**config.mk**
```make
export PLATFORM = sky130hd
export DESIGN_NAME = bpu_btb
export DESIGN_NICKNAME = d
export VERILOG_FILES = /design/src/rtl/bpu_btb.sv
export SDC_FILE = /design/constraint.sdc
export NUM_CORES = 1
export LEC_CHECK = 0
export CAP_MARGIN = 20
export CORE_AREA = 2 2 335 337
export CTS_CLUSTER_SIZE = 14
export DETAILED_ROUTE_END_ITERATION = 8
export DIE_AREA = 0 0 337 339
export PLACE_DENSITY_LB_ADDON = 0.25
export SYNTH_ARGS = -nofsm -noshare
export SYNTH_HDL_FRONTEND = slang
export SYNTH_SLANG_ARGS = --single-unit
```
**constraint.sdc**
```tcl
create_clock -name clk -period 8.9 [get_ports clk]
set_clock_uncertainty 0.1 [all_clocks]
set_input_delay 1.78 -clock clk [delete_from_list [all_inputs] [get_ports clk]]
set_output_delay 1.78 -clock clk [all_outputs]
set_load 0.02 [all_outputs]
```
**src/rtl/bpu_btb.sv**
```systemverilog
// bpu_btb: direct-mapped BTB with 2-bit saturating counters for the 5-stage pipe.
// Optional macro BPU_PERF_EN adds perf_branches / perf_mispred counters.
module bpu_btb #(
   parameter int ENTRIES = 16,
   parameter int ADDR_W  = 32
) (
   input  logic              clk,
   input  logic              rst,
   input  logic [ADDR_W-1:0] pc_if,
   output logic              pred_taken,
   output logic [ADDR_W-1:0] pred_target,
   input  logic              upd_valid,
   input  logic [ADDR_W-1:0] upd_pc,
   input  logic              upd_is_jump,
   input  logic              upd_taken,
   input  logic [ADDR_W-1:0] upd_target,
   input  logic              upd_pred_taken,
   input  logic [ADDR_W-1:0] upd_pred_target,
   output logic              mispredict,
`ifdef BPU_PERF_EN
   output logic [31:0]       perf_branches,
   output logic [31:0]       perf_mispred,
`endif
   output logic [ADDR_W-1:0] redirect_pc
);

   localparam int IDX_W = $clog2(ENTRIES);
   localparam int TAG_W = ADDR_W - IDX_W - 2;
   localparam logic [ADDR_W-1:0] FOUR = ADDR_W'(4);

   logic [ENTRIES-1:0] r_valid;
   logic [TAG_W-1:0]   r_tag [ENTRIES];
   logic [ADDR_W-1:0]  r_tgt [ENTRIES];
   logic [1:0]         r_cnt [ENTRIES];

   logic [IDX_W-1:0]  w_lidx;
   logic [TAG_W-1:0]  w_ltag;
   logic              w_lhit;
   logic [IDX_W-1:0]  w_uidx;
   logic [TAG_W-1:0]  w_utag;
   logic              w_uhit;
   logic [1:0]        w_ucnt;
   logic [1:0]        w_cnt_nxt;
   logic              w_wr_cnt;
   logic              w_wr_tt;
   logic [ADDR_W-1:0] w_actual_npc;
   logic              w_unused;

   assign w_unused = &{1'b0, pc_if[1:0], upd_pc[1:0], upd_pred_taken};

   // lookup reads only registered state, so a same-cycle update is not seen
   assign w_lidx      = pc_if[IDX_W+1:2];
   assign w_ltag      = pc_if[ADDR_W-1:IDX_W+2];
   assign w_lhit      = r_valid[w_lidx] && (r_tag[w_lidx] == w_ltag);
   assign pred_taken  = w_lhit && r_cnt[w_lidx][1];
   assign pred_target = pred_taken ? r_tgt[w_lidx] : pc_if + FOUR;

   assign w_uidx = upd_pc[IDX_W+1:2];
   assign w_utag = upd_pc[ADDR_W-1:IDX_W+2];
   assign w_uhit = r_valid[w_uidx] && (r_tag[w_uidx] == w_utag);
   assign w_ucnt = r_cnt[w_uidx];

   assign w_actual_npc = upd_taken ? upd_target : upd_pc + FOUR;
   assign redirect_pc  = w_actual_npc;
   assign mispredict   = upd_valid && (w_actual_npc != upd_pred_target);

   always_comb begin
      w_cnt_nxt = w_ucnt;
      w_wr_cnt  = 1'b0;
      w_wr_tt   = 1'b0;
      if (upd_valid) begin
         if (w_uhit) begin
            w_wr_cnt = 1'b1;
            if (upd_is_jump) begin
               w_cnt_nxt = 2'b11;
               w_wr_tt   = 1'b1;
            end else if (upd_taken) begin
               w_cnt_nxt = (w_ucnt == 2'b11) ? 2'b11 : w_ucnt + 2'b01;
               w_wr_tt   = 1'b1;
            end else begin
               w_cnt_nxt = (w_ucnt == 2'b00) ? 2'b00 : w_ucnt - 2'b01;
            end
         end else if (upd_taken) begin
            w_wr_cnt  = 1'b1;
            w_wr_tt   = 1'b1;
            w_cnt_nxt = upd_is_jump ? 2'b11 : 2'b10;
         end
      end
   end

   always_ff @(posedge clk) begin
      if (rst) begin
         r_valid <= '0;
         for (int i = 0; i < ENTRIES; i++) begin
            r_cnt[i] <= 2'b00;
         end
      end else if (w_wr_cnt) begin
         r_valid[w_uidx] <= 1'b1;
         r_cnt[w_uidx]   <= w_cnt_nxt;
      end
   end

   // tags and targets need no reset; valid bits gate them
   always_ff @(posedge clk) begin
      if (!rst && w_wr_tt) begin
         r_tag[w_uidx] <= w_utag;
         r_tgt[w_uidx] <= upd_target;
      end
   end

`ifdef BPU_PERF_EN
   logic [31:0] r_perf_br;
   logic [31:0] r_perf_mp;

   always_ff @(posedge clk) begin
      if (rst) begin
         r_perf_br <= '0;
         r_perf_mp <= '0;
      end else begin
         if (upd_valid && (r_perf_br != 32'hFFFF_FFFF)) begin
            r_perf_br <= r_perf_br + 32'd1;
         end
         if (mispredict && (r_perf_mp != 32'hFFFF_FFFF)) begin
            r_perf_mp <= r_perf_mp + 32'd1;
         end
      end
   end

   assign perf_branches = r_perf_br;
   assign perf_mispred  = r_perf_mp;
`endif

endmodule

```
==> results.txt <==
----------------------------------------------------
[GRT]
  Pin count of the biggest net entering global routing ... 95
  Via count of the first global-routing pass ... 25300
  Remaining global-route overflow ... 0
  Number of antenna violations at the first check in global routing ... 7
  All-layer global routing usage ... 23.7%
  Wire length of the first global-routing pass ... 190000 microns

[Setup path]
  Reg2reg setup slack ... 3.44 ns
  Data required time at the worst endpoint ... 7.02 ns
  Cell type with the highest occurrence count on the critical path ... clkdlybuf4s50_1
  R2R Path Start ... r_tag[9][10]
  Critical R2R Capture ... r_tag[1][18]
  Crit. path cell count ... 12
  Max FO, Critical Path ... 20
  Slowest-stage cell, CP ... nand4b_1
  Capturing element type of the critical path ... primary output
  Number of cells traversed by the worst register-to-register path ... 10
  Critical Path AT ... 6.35 ns
  Worst path bufs/invs ... 3
  Top cell family by delay on the critical path ... simple AND/OR/NAND/NOR gates
  Category of the critical setup timing path ... input port to primary output
  Cells traversed along the worst timing path ... clkdlybuf4s50_1 > buf_4 > and4_1 > nand3_1 > or3_1 > xor2_1 > o21ai_0 > xnor2_1 > nand4b_1 > nor4_1 > a31oi_1 > clkdlybuf4s50_1
  Crit path launch type ... input port
  Slowest stage delay, CP ... 0.64 ns

[Floorplan]
  Height of the die ... 339 microns
  Core ar. ... 110000 sq um
  X dimension of the die ... 337 microns
  Number of top-level design ports ... 200
  Effective utilization at floorplan ... 39.8%
  Number of cell rows ... 122
  Die area ... 114000 sq um

[Clock network]
  Clock tree root buffer cell ... clkbuf_16
  Postcts setup bufs ... 0
  Number of buffers added to fix hold violations after cts ... 0
  Number of clock buffers inserted by TritonCTS ... 104
  Register clock-pin slew on the reported worst setup and hold paths ... 0.06 ns
  Worst-skew pair later-pin latency ... 0.72 ns
  H-Tree Level Count ... 3
  Clock tree from TritonCTS ... yes
  Number of clock sinks ... 976
  Clock Tree Buf Depth ... 3
  Cells resized by post-CTS repair ... 0

[STA]
  Setup repair after global routing missed its margin ... no
  Slack of the critical path ... 0.673 ns
  Setup total negative slack ... 0 ns
  Max Clock Freq ... 122 MHz
  Final-report setup violation count ... 0
  Crit path time final ... 8.23 ns
  Slew at the pin closest to its max-slew limit ... 1.11 ns
  WHS ... 0.396 ns
  Relative slew slack ... 26.1%
  Post-route fraction of the period consumed by the critical path ... 92.4%
  Final-report max-slew violation count ... 0
  Final-report hold violation count ... 0

[Synthesis]
  Synth Flop Type ... edfxtp_1
  Share of the synthesized area in compound gates (AO/OA/AOI/OAI) ... 2.69%
  Xor/xnor cell area share of the yosys netlist ... 2.97%
  Most frequent cells after synthesis ... edfxtp_1 (960), mux4_2 (367), xnor2_1 (110), clkbuf_1 (77), mux2i_1 (74)
  Dominant combinational cell family by area after synthesis ... multiplexers
  Post-synthesis instance area ... 43900 sq um
  Most used standard cell by instance count after synthesis ... edfxtp_1
  Leading cell types by total area after synthesis ... edfxtp_1 (66%), mux4_2 (19%), xnor2_1 (2.2%), mux2i_1 (1.7%), mux2_2 (1.1%)
  Post-synthesis sequential element count ... 976
  Number of warnings printed during yosys synthesis ... 0
  Simple logic cell fraction of the synthesized area ... 3.42%
  Avg Synthesized Cell Area ... 19.4 sq um
  Count of distinct cell types in the synthesized netlist ... 68
  Cell taking the most area after synthesis ... edfxtp_1
  Synthesized-area fraction occupied by adder cells ... 0.143%
  Area fraction of the dominant cell type after synthesis ... 65.7%
  Share of the yosys chip area belonging to registers ... 66.4%
  Share of synthesized flip-flops with an asynchronous set or reset ... 0%
  Post-synthesis net count ... 2399
  Fraction of synthesized area in multiplexers ... 22.4%
  Number of synthesized flops with an enable pin ... 960
  Post-synthesis instance total ... 2260

[Drt]
  First drt pass iteration count ... 5
  Average detailed-routed wire length per instance ... 32.9 microns
  Number of design rule violations left after detail routing ... 0
  Total vias in the final route ... 25000
  DRT antenna net count ... 0
  Wire length reported by the detailed router ... 136000 microns
  Routed via count divided by cell count ... 6.06
  DR iter-0 viols ... 3016

[Power and ir drop]
  Switching share of power ... 22.8%
  Leakage power ... 16.4 nW
  Power Internal ... 8.08 mW
  Share of power burned in the clock network ... 42.7%
  Worst supply voltage drop on vdd ... 145 uV
  Pwr per Cell Area ... 202 nW/um^2
  Comb power frac ... 8.7%
  Sequential group share of total power ... 48.6%
  Net switching component of the power ... 2.39 mW

[Layout]
  Fillers ... 9210
  Proportion of layout cells with a drive suffix above 1 ... 27.6%
  Relative area change from synthesis to final layout ... 18.1%
  Seq. cell area ... 29100 sq um
  Multi-input logic area ... 14000 sq um
  Final core occ ... 46.9%
  Filler-free cell count of the finished design ... 4120
  Final Net Count ... 2679

[Placement]
  Placed insts ... 3921
  Final estimated routing congestion in global placement ... 0.870
  # port buffers ... 198
  Half-perimeter wire length of the detailed placement result ... 84400 microns
  Setup slack at placement ... 0.706 ns

[Hold path]
  Number of instances on the worst hold path ... 2
  Class of the worst hold path ... flip-flop to flip-flop
  Terminating pin of the worst hold path ... r_valid[11]
  Startpoint of the most critical hold path ... r_valid[11]

[Status]
  Outcome ... finished clean

[Flow run]
  Number of max-cap violations ... 0

----------------------------------------------------
[power by group through the flow]
stage / Clock (mW) / Combinational (mW) / Sequential [mW]
floorplan: 0 / 0.493 / 5.18
global placement: 0 / 0.894 / 5.18
detailed placement: 0 / 0.903 / 5.19
CTS: 4.53 / 0.906 / 5.09
global route: 4.72 / 0.953 / 5.09
finish: 4.47 / 0.909 / 5.09
[metrics by stage]
stage	area, sq um	total power, mW
floorplan	43900	5.68
global placement	48200	6.08
detailed placement	48200	6.09
CTS	51800	10.5
global route	51800	10.8
finish	51800	10.5
[logic make-up after synthesis]
| group | after synthesis |
|---|---|
| compound gates | 161 |
| xor+xnor | 149 |
| fa+ha+maj | 5 |
| buf+inv | 183 |
| flops | 976 |
| mux | 496 |
| simple gates | 290 |
[metal layers]
layer / track usage, % / share of wire, %
met3: 5.96 / 10
met2: 36.6 / 46
met1: 33.1 / 41
met5: 0 / 0.049
met4: 6.96 / 2.9
[worst register-to-register path, cell delays in order, from the launching register on]
cell and delay [ns]:
edfxtp_1 0.38, mux4_1 0.56, a22o_1 0.27, a221oi_2 0.23, xor2_1 0.32, o2111ai_1 0.27
or4_4 0.60, o31ai_4 0.64, nand4_1 0.49, nor2_4 0.79, buf_4 0.45
[cell type report]
class	count	share of cell area (%)
Antenna cell	1	0.00483
Clock buffer	129	5.39
Clock inverter	68	1.49
Inverter	40	0.290
Multi-Input combinational cell	1101	27.0
Sequential cell	976	56.3
Tap cell	1488	3.59
Timing Repair Buffer	317	5.95
[layout by cell type (no fill, tap or decap), types with 17 or more instances in the layout]
cell / Yosys / final
edfxtp_1: 960 / 960
mux4_2: 367 / 367
clkdlybuf4s50_1: 0 / 190
xnor2_1: 110 / 110
clkbuf_16: 0 / 108
buf_4: 5 / 104
mux2i_1: 74 / 74
nand2_1: 62 / 62
o21ai_0: 57 / 57
mux2_2: 42 / 42
xor2_1: 39 / 39
inv_1: 39 / 39
nand4_1: 39 / 39
nand3_1: 37 / 37
nor3_1: 29 / 29
nor2_1: 46 / 28
clkinv_1: 1 / 24
nand2b_1: 23 / 23
clkbuf_1: 77 / 20
nor2_4: 0 / 17
[sequential cells by signal, indices dropped and copies added, names as in the netlist]
signal / cells
r_tgt: 512
r_valid: 16
r_tag: 416
r_cnt: 32
[worst max-delay path by stage]
stage	slack, ns	from	endpoint
6_report	0.67	upd_pc[10]	mispredict
5_1_grt	0.50	upd_pc[13]	mispredict
4_1_cts	0.69	upd_pc[4]	mispredict
3_5_place_dp	0.71	upd_pc[4]	mispredict
3_3_place_gp	0.69	pc_if[2]	pred_target[9]
2_1_floorplan	1.36	upd_pc[3]	r_tag[6][0]
No activity file was read; power rests on OpenSTA's default activity.
